**config.mk**
```make
export PLATFORM = sky130hd
export DESIGN_NAME = matrix_coef_ctrl
export DESIGN_NICKNAME = d
export VERILOG_FILES = /design/src/rtl/matrix_coef_ctrl.sv
export SDC_FILE = /design/constraint.sdc
export NUM_CORES = 1
export LEC_CHECK = 0
export ABC_AREA = 1
export CAP_MARGIN = 30
export CORE_UTILIZATION = 57
export CTS_CLUSTER_SIZE = 16
export DETAILED_ROUTE_END_ITERATION = 7
export PLACE_DENSITY = 0.84
export RECOVER_POWER = 25
export SKIP_LAST_GASP = 1
export SYNTH_ARGS = -nofsm -noshare
export SYNTH_HDL_FRONTEND = slang
export SYNTH_SLANG_ARGS = --single-unit
```
**constraint.sdc**
```tcl
create_clock -name clock -period 3.8 [get_ports clock]
set_input_delay 0.38 -clock clock [delete_from_list [all_inputs] [get_ports clock]]
set_output_delay 0.38 -clock clock [all_outputs]
set_load 0.005 [all_outputs]
```
**src/rtl/matrix_coef_ctrl.sv**
```systemverilog
// rtl/matrix_coef_ctrl.sv - 3x3 colour matrix coefficient bank with frame-synchronous commit
// Optional coefficient readback port enabled by COEF_READBACK_EN.
module matrix_coef_ctrl #(
  parameter int MSIZE = 8,
  parameter int NSIZE = 1,
  parameter int LAT   = 4
) (
  input  logic             clock,
  input  logic             rst_n,
  input  logic             wr_en,
  input  logic [3:0]       wr_addr,
  input  logic [MSIZE-1:0] wr_data,
  input  logic             commit,
  input  logic             iVS,
  input  logic             iHS,
  input  logic             iDE,
`ifdef COEF_READBACK_EN
  input  logic [3:0]       rd_addr,
  output logic [MSIZE-1:0] rd_data,
`endif
  output logic             oVS,
  output logic             oHS,
  output logic             oDE,
  output logic [MSIZE-1:0] M00,
  output logic [MSIZE-1:0] M01,
  output logic [MSIZE-1:0] M02,
  output logic [MSIZE-1:0] M10,
  output logic [MSIZE-1:0] M11,
  output logic [MSIZE-1:0] M12,
  output logic [MSIZE-1:0] M20,
  output logic [MSIZE-1:0] M21,
  output logic [MSIZE-1:0] M22,
  output logic             busy,
  output logic             apply_done,
  output logic             err_addr
);

  localparam logic [MSIZE-1:0] UNITY = {{(MSIZE-1){1'b0}}, 1'b1} << (MSIZE - NSIZE - 2);

  typedef enum logic [1:0] {IDLE, PENDING, APPLY} state_t;

  state_t           state_q, state_d;
  logic             vs_prev_q;
  logic             copy_en;
  logic             apply_done_q;
  logic             err_addr_q;
  logic [MSIZE-1:0] shadow_q [9];
  logic [MSIZE-1:0] active_q [9];
  logic [2:0]       dly_q [LAT];

  always_ff @(posedge clock) begin
    if (!rst_n) state_q <= IDLE;
    else        state_q <= state_d;
  end

  // The commit cycle itself is always IDLE, so an iVS edge coinciding with it never counts.
  always_comb begin
    state_d = state_q;
    case (state_q)
      IDLE:    if (commit) state_d = PENDING;
      PENDING: if (iVS && !vs_prev_q) state_d = APPLY;
      APPLY:   state_d = IDLE;
      default: state_d = IDLE;
    endcase
  end

  always_comb begin
    busy    = (state_q != IDLE);
    copy_en = (state_q == APPLY);
  end

  always_ff @(posedge clock) begin
    if (!rst_n) begin
      vs_prev_q    <= 1'b0;
      apply_done_q <= 1'b0;
      err_addr_q   <= 1'b0;
      for (int i = 0; i < 9; i++) begin
        shadow_q[i] <= (i % 4 == 0) ? UNITY : '0;
        active_q[i] <= (i % 4 == 0) ? UNITY : '0;
      end
    end else begin
      vs_prev_q    <= iVS;
      apply_done_q <= copy_en;
      err_addr_q   <= wr_en && (wr_addr > 4'd8);
      // Copy reads the pre-edge shadow, so a write during APPLY waits for the next commit.
      if (copy_en) active_q <= shadow_q;
      if (wr_en && (wr_addr <= 4'd8)) shadow_q[wr_addr] <= wr_data;
    end
  end

  always_ff @(posedge clock) begin
    if (!rst_n) begin
      for (int i = 0; i < LAT; i++) dly_q[i] <= 3'b000;
    end else begin
      dly_q[0] <= {iVS, iHS, iDE};
      for (int i = 1; i < LAT; i++) dly_q[i] <= dly_q[i-1];
    end
  end

`ifdef COEF_READBACK_EN
  logic [MSIZE-1:0] rd_data_q;

  always_ff @(posedge clock) begin
    if (!rst_n)                 rd_data_q <= '0;
    else if (rd_addr <= 4'd8)   rd_data_q <= active_q[rd_addr];
    else                        rd_data_q <= '0;
  end

  assign rd_data = rd_data_q;
`endif

  assign {oVS, oHS, oDE} = dly_q[LAT-1];
  assign apply_done      = apply_done_q;
  assign err_addr        = err_addr_q;
  assign M00 = active_q[0];
  assign M01 = active_q[1];
  assign M02 = active_q[2];
  assign M10 = active_q[3];
  assign M11 = active_q[4];
  assign M12 = active_q[5];
  assign M20 = active_q[6];
  assign M21 = active_q[7];
  assign M22 = active_q[8];

endmodule

```
# After elaboration in Yosys (flattened, before gate mapping)

Memory sizes are Yosys's and may differ from the RTL's.
Cells that the tools add are included.

Register bits after elaboration: 149
Memory bits (writable): 12
Input bits: 19
Output and inout bits: 78
Logic and storage cells: 56
Memories kept: 1

Memory list:

| memory | words | bits a word | rd ports | clocked after Yosys merged registers in | wr ports | RTL line | RTL |
|---|---|---|---|---|---|---|---|
| dly_q  | 4     | 3           | 4        | 0                                       | 4        | 49       | `logic [2:0] dly_q [LAT];` |

$lt $le $gt $ge: 4
Eq/ne operators: 4
Muxes and demuxes: 12
Bitwise gates (word level): 5
Reduce and logical (&&, ||, !) cells: 8

Operator list:

| operator                                                              | count |
|---|---|
| 72-bit bitwise mux                                                    | 1 |
| 8-bit demux with 4-bit select                                         | 1 |
| 3-bit 2-to-1 mux                                                      | 4 |
| 8-bit 2-to-1 mux                                                      | 1 |
| 5-bit >= comparator (second input constant)                           | 1 |
| 5-bit by 1-bit < comparator with 1-bit output (second input constant) | 1 |
| 4-bit NOT with 5-bit output                                           | 1 |
| 4-bit > comparator (second input constant)                            | 1 |
| 4-bit <= comparator (second input constant)                           | 1 |
| 1-bit logical AND                                                     | 4 |
| 2-bit 2-to-1 mux                                                      | 2 |
| 2-bit inequality test (second input constant)                         | 2 |
| 1-bit bitwise OR                                                      | 4 |
| 2-bit case mux with 2 select lines                                    | 1 |
| 2-bit by 1-bit == test with 1-bit output (second input constant)      | 1 |
| 2-bit == test (second input constant)                                 | 1 |
| 2-bit zero test                                                       | 1 |
| 1-bit 2-to-1 mux                                                      | 2 |
| 2-bit AND reduction                                                   | 1 |
| 2-bit nonzero test                                                    | 1 |
| 1-bit zero test                                                       | 1 |

# Logic depth before layout (Yosys ltp)

Word-level depth: 6
Mapped depth: 8
Depth with buffers taken out: 7

# Worst setup path after synthesis

OpenSTA, ideal clock, no wires.

Kind: input to register
Start: input wr_addr[2]
End: register shadow_q[18] (netlist bit)
Setup time: 0.110 ns
Arrival time: 1.204 ns
Required time: 3.690 ns
Setup slack: 2.486 ns
Stages: 8
Buffers on the path: 2
Path through: inv_1 nand2_2 nand2_8 buf_6 buf_6 nand4_1 nand2_1 nor2_1

Longest elaborated chain between the ends: 6
Elaborated cells between the ends (all ways): 9
Those cells by class: order compare: 3; mux: 3; bitwise: 1; reduce/logical: 2

Ends and longest elaborated chain:

| what                                                                                                       | RTL line | RTL |
|---|---|---|
| from (decl)                                                                                                | 11       | `input logic [3:0] wr_addr,` |
| 4-bit NOT with 5-bit output (not written as such)                                                          | 87       | `if (wr_en && (wr_addr <= 4'd8)) shadow_q[wr_addr] <= wr_data;` |
| 5-bit >= comparator (not written as such) or 5-bit by 1-bit < comparator with 1-bit output (tied branches) | 87       |  |
| 1-bit logical AND (not written as such)                                                                    | 87       |  |
| 8-bit 2-to-1 mux (not written as such)                                                                     | 87       |  |
| 8-bit demux with 4-bit select                                                                              | 87       |  |
| 72-bit bitwise mux                                                                                         | 87       |  |
| to (signal, indexed assignment)                                                                            | 78       | `shadow_q[i] <= (i % 4 == 0) ? UNITY : '0;` |
| to (signal, indexed assignment)                                                                            | 87       |  |
| to (decl)                                                                                                  | 47       | `logic [MSIZE-1:0] shadow_q [9];` |

Parallel ways exist; a longest one is shown, timed or not.
A chain may end at the register's enable or synchronous reset.

==> flow_summary_export.csv <==
group,metric,value,unit
run_status,status,"complete, but fails checks",
run_status,violations,"capacitance limit, slew limit",
worst_setup_path,path_class,"input pin to register",
cells_and_area,num_antenna_cells,0,
worst_setup_path,r2r_slack,1.42,ns
cells_and_area,drive_gt1_share,5.50,%
place,io_buffers,96,
detailed_routing,dr.first_iter.drc_count,426,
sta,fmax,403,MHz
worst_setup_path,critical_path.endpoint,"M20[5]$_SDFFE_PN0P_",
global_routing,grt.overflow.total,0,
cells_and_area,seq_area,3200,µm²
sta,fin_setup_tns,0,ns
global_routing,use_met3,7.17,%
global_routing,grt_pass1_wl,24200,µm
sta,finalMaxSlewViolations,97,
clocking,post_cts_buffers,0,
clocking,ctsHoldBuffers,0,
global_routing,grt_pass1_vias,5186,
worst_setup_path,reg2reg_from,"state_q[0]$_SDFFE_PN0P_",
clocking,clock_latency,0.53,ns
clocking,cts_tree,"yes",
power_and_ir_drop,leakagePower,3.29,nW
hold_path,holdCritStartpoint,"iHS",
clocking,numCtsBuffers,17,
global_routing,antenna_found_initial,0,
global_routing,top_usage_layer,"met2",
logic_synthesis,ys_seq_elements,160,
place,routabilityCongestion,0.866,
detailed_routing,ant_nets,0,
sta,tightest_slew,1.62,ns
logic_synthesis,synthTopCellsByArea,"dfxtp_1 (52%), nand2_1 (9.2%), inv_1 (8.7%), a21oi_1 (6.6%), o21ai_0 (6.1%)",
clocking,clockRootBuffer,"clkbuf_8",
worst_setup_path,arrival,2.93,ns
cells_and_area,area_growth,23.5,%
logic_synthesis,synth-xor-area-share,0,%
power_and_ir_drop,peakVddDrop,316,µV
logic_synthesis,syn-instance-count,806,
clocking,post_cts_resized,0,
sta,finalWorstSetupSlack,1.32,ns
logic_synthesis,yosysSeqAreaShare,51.8,%
floorplanning,start_util,59.4,%
floorplanning,die-area,11300,µm²
worst_setup_path,crit_fanout,96,
logic_synthesis,synth_area_leader_cell,"dfxtp_1",
worst_setup_path,reg2reg_depth,6,
logic_synthesis,synth.yosys.warnings,0,
logic_synthesis,syn_area_per_cell,7.68,µm²
cells_and_area,finalInstanceArea,7640,µm²
sta,period_needed,2.48,ns
logic_synthesis,synth_compound_area_share,13.2,%
detailed_routing,wl_per_cell,14.0,µm
worst_setup_path,end_kind,"register",
logic_synthesis,synth_nets,825,
sta,slew_headroom,-8.28,%
global_routing,grtUsageMet2,43.3,%
detailed_routing,firstDrtPassIters,7,
floorplanning,rows,37,
logic_synthesis,synthAdderAreaFrac,0,%
global_routing,grt_usage,27.2,%
sta,final_hold_viol_count,0,
logic_synthesis,synthSimpleGateAreaFrac,22.7,%
worst_setup_path,start_kind,"input pin",
floorplanning,die_h,106,µm
logic_synthesis,synth_mux_area_share,0,%
detailed_routing,wirelength,14400,µm
detailed_routing,avgViaCountPerCell,5.29,
sta,setup_viol,0,
cells_and_area,n_fill_cell,775,
clocking,path_clk_slew,0.06,ns
clocking,clock-sinks,160,
worst_setup_path,crit_required,4.25,ns
sta,final.period_utilization,65.3,%
flow_run,maxCapViolCount,1,
floorplanning,core-area,10400,µm²
hold_path,hp-class,"input pin to register",
clocking,cts-htree-levels,4,
place,preCtsSetupSlack,1.48,ns
clocking,clockBufferDepth,2,
sta,clock_skew,0.00575,ns
worst_setup_path,crit_start,"rst_n",
cells_and_area,fin_nets,898,
sta,rsz0062_at_grt,"no",
logic_synthesis,synth_area,6190,µm²
global_routing,grt_util_met1,34.8,%
power_and_ir_drop,power.density,480,nW/µm²
global_routing,grt_max_degree,97,
logic_synthesis,synth_cell_types,23,
place,placedInstanceArea,7130,µm²
cells_and_area,multi_input_area,2160,µm²
logic_synthesis,synthDominantCellAreaShare,51.8,%
floorplanning,io_pins,97,
detailed_routing,drc,0,
place,hpwl,8940,µm
floorplanning,dieWidth,106,µm
detailed_routing,vias,5432,
logic_synthesis,synth_top_family_by_area,"simple AND/OR/NAND/NOR gates",
worst_setup_path,r2r-end,"M22[3]$_SDFFE_PN0P_",
registers in the layout (all words and copies together), names as in the netlist:
| signal | cells |
|---|---|
| M00 | 8 |
| M01 | 8 |
| M02 | 8 |
| M10 | 8 |
| M11 | 8 |
| M12 | 8 |
| M20 | 8 |
| M21 | 8 |
| M22 | 8 |
| apply_done | 1 |
| dly_q | 12 |
| err_addr | 1 |
| shadow_q | 72 |
| state_q | 2 |
worst min path at each step:
| stage | endpoint | cells after the start |
|---|---|---|
| 3_3_place_gp | dly_q[3][1]$_SDFF_PN0_ | 2 |
| 3_5_place_dp | dly_q[3][0]$_SDFF_PN0_ | 2 |
| 2_1_floorplan | dly_q[1][0]$_SDFF_PN0_ | 2 |
| 4_1_cts | dly_q[0][1]$_SDFF_PN0_ | 3 |
| 6_report | dly_q[0][1]$_SDFF_PN0_ | 3 |
| 5_1_grt | dly_q[0][1]$_SDFF_PN0_ | 3 |
worst max-delay path: stages:
cell      delay [ns]
clkbuf_2        1.12
clkbuf_2        0.94
o21ai_0         0.24
a21oi_1         0.17
synthesized netlist by cell type:
master and number:
o22ai_1 1, o211ai_1 3, nor2_4 7, nor3_1 2, buf_1 8, nand2_2 3, buf_4 1, buf_6 2
nand4_4 1, inv_1 144, nand2_1 151, nand2_8 1, o21ai_0 76, clkinv_1 2, clkbuf_1 16, a21oi_1 82
nor2_1 67, nand3_4 6, nand3_1 5, dfxtp_1 160, buf_2 18, inv_2 1, nand4_1 49
through the flow:
stage,hold slack [ns],power (W),util [%],std cells
6_report,0.394,0.00367,73.4,1027
5_1_grt,0.399,0.00379,73.4,1027
4_1_cts,0.385,0.00369,74.0,1027
3_5_place_dp,0.401,0.00203,68.4,996
3_3_place_gp,0.393,0.00202,68.4,996
2_1_floorplan,0.390,0.00192,-,806
layout make-up:
class,instances,share of cell area [%]
timing repair buffer,99,12.7
tap,136,2.23
inverter,147,7.24
multi-input combinational,454,28.3
clock inverter,13,2.16
sequential,160,41.9
clock buffer,18,5.47
placed cells by master, fill, tap and decap left out:
master | Yosys | layout
nand3_1 | 5 | 9
buf_2 | 18 | 1
bufinv_16 | 0 | 3
nand4_1 | 49 | 49
o22ai_1 | 1 | 1
nand2_1 | 151 | 152
a21oi_1 | 82 | 82
nor3_1 | 2 | 2
clkinv_2 | 0 | 3
nor2_4 | 7 | 6
o21ai_0 | 76 | 76
nand3_4 | 6 | 2
clkbuf_1 | 16 | 1
clkdlybuf4s50_1 | 0 | 93
nand2_8 | 1 | 1
nand2_2 | 3 | 2
clkbuf_8 | 0 | 1
clkbuf_16 | 0 | 16
inv_2 | 1 | 1
nor2_1 | 67 | 68
nand4_4 | 1 | 1
clkinv_1 | 2 | 2
dlygate4sd3_1 | 0 | 1
inv_1 | 144 | 143
inv_6 | 0 | 1
clkinv_4 | 0 | 3
clkinvlp_4 | 0 | 4
dfxtp_1 | 160 | 160
buf_4 | 1 | 2
o211ai_1 | 3 | 3
clkbuf_2 | 0 | 2
cells by family after synthesis:
family | after synthesis
AND/OR/NAND/NOR | 292
buffers and inverters | 192
AO/OA/AOI/OAI | 162
flip-flops | 160
power by group:
group | internal (W) | switching [W] | leakage (nW)
sequential | 0.00172 | 0.0000193 | 1.30
combinational | 0.000102 | 0.000154 | 1.72
clock | 0.000999 | 0.000677 | 0.273
metal layers:
layer | up-vias | part of all wire (%) | wire [µm]
met2 | 197 | 45 | 6540
met5 | - | 0 | 0
met4 | 0 | 2.9 | 415
li1 | 2678 | - | -
met1 | 2519 | 44 | 6390
met3 | 38 | 7.3 | 1040
No activity file was read; power rests on OpenSTA's default activity.
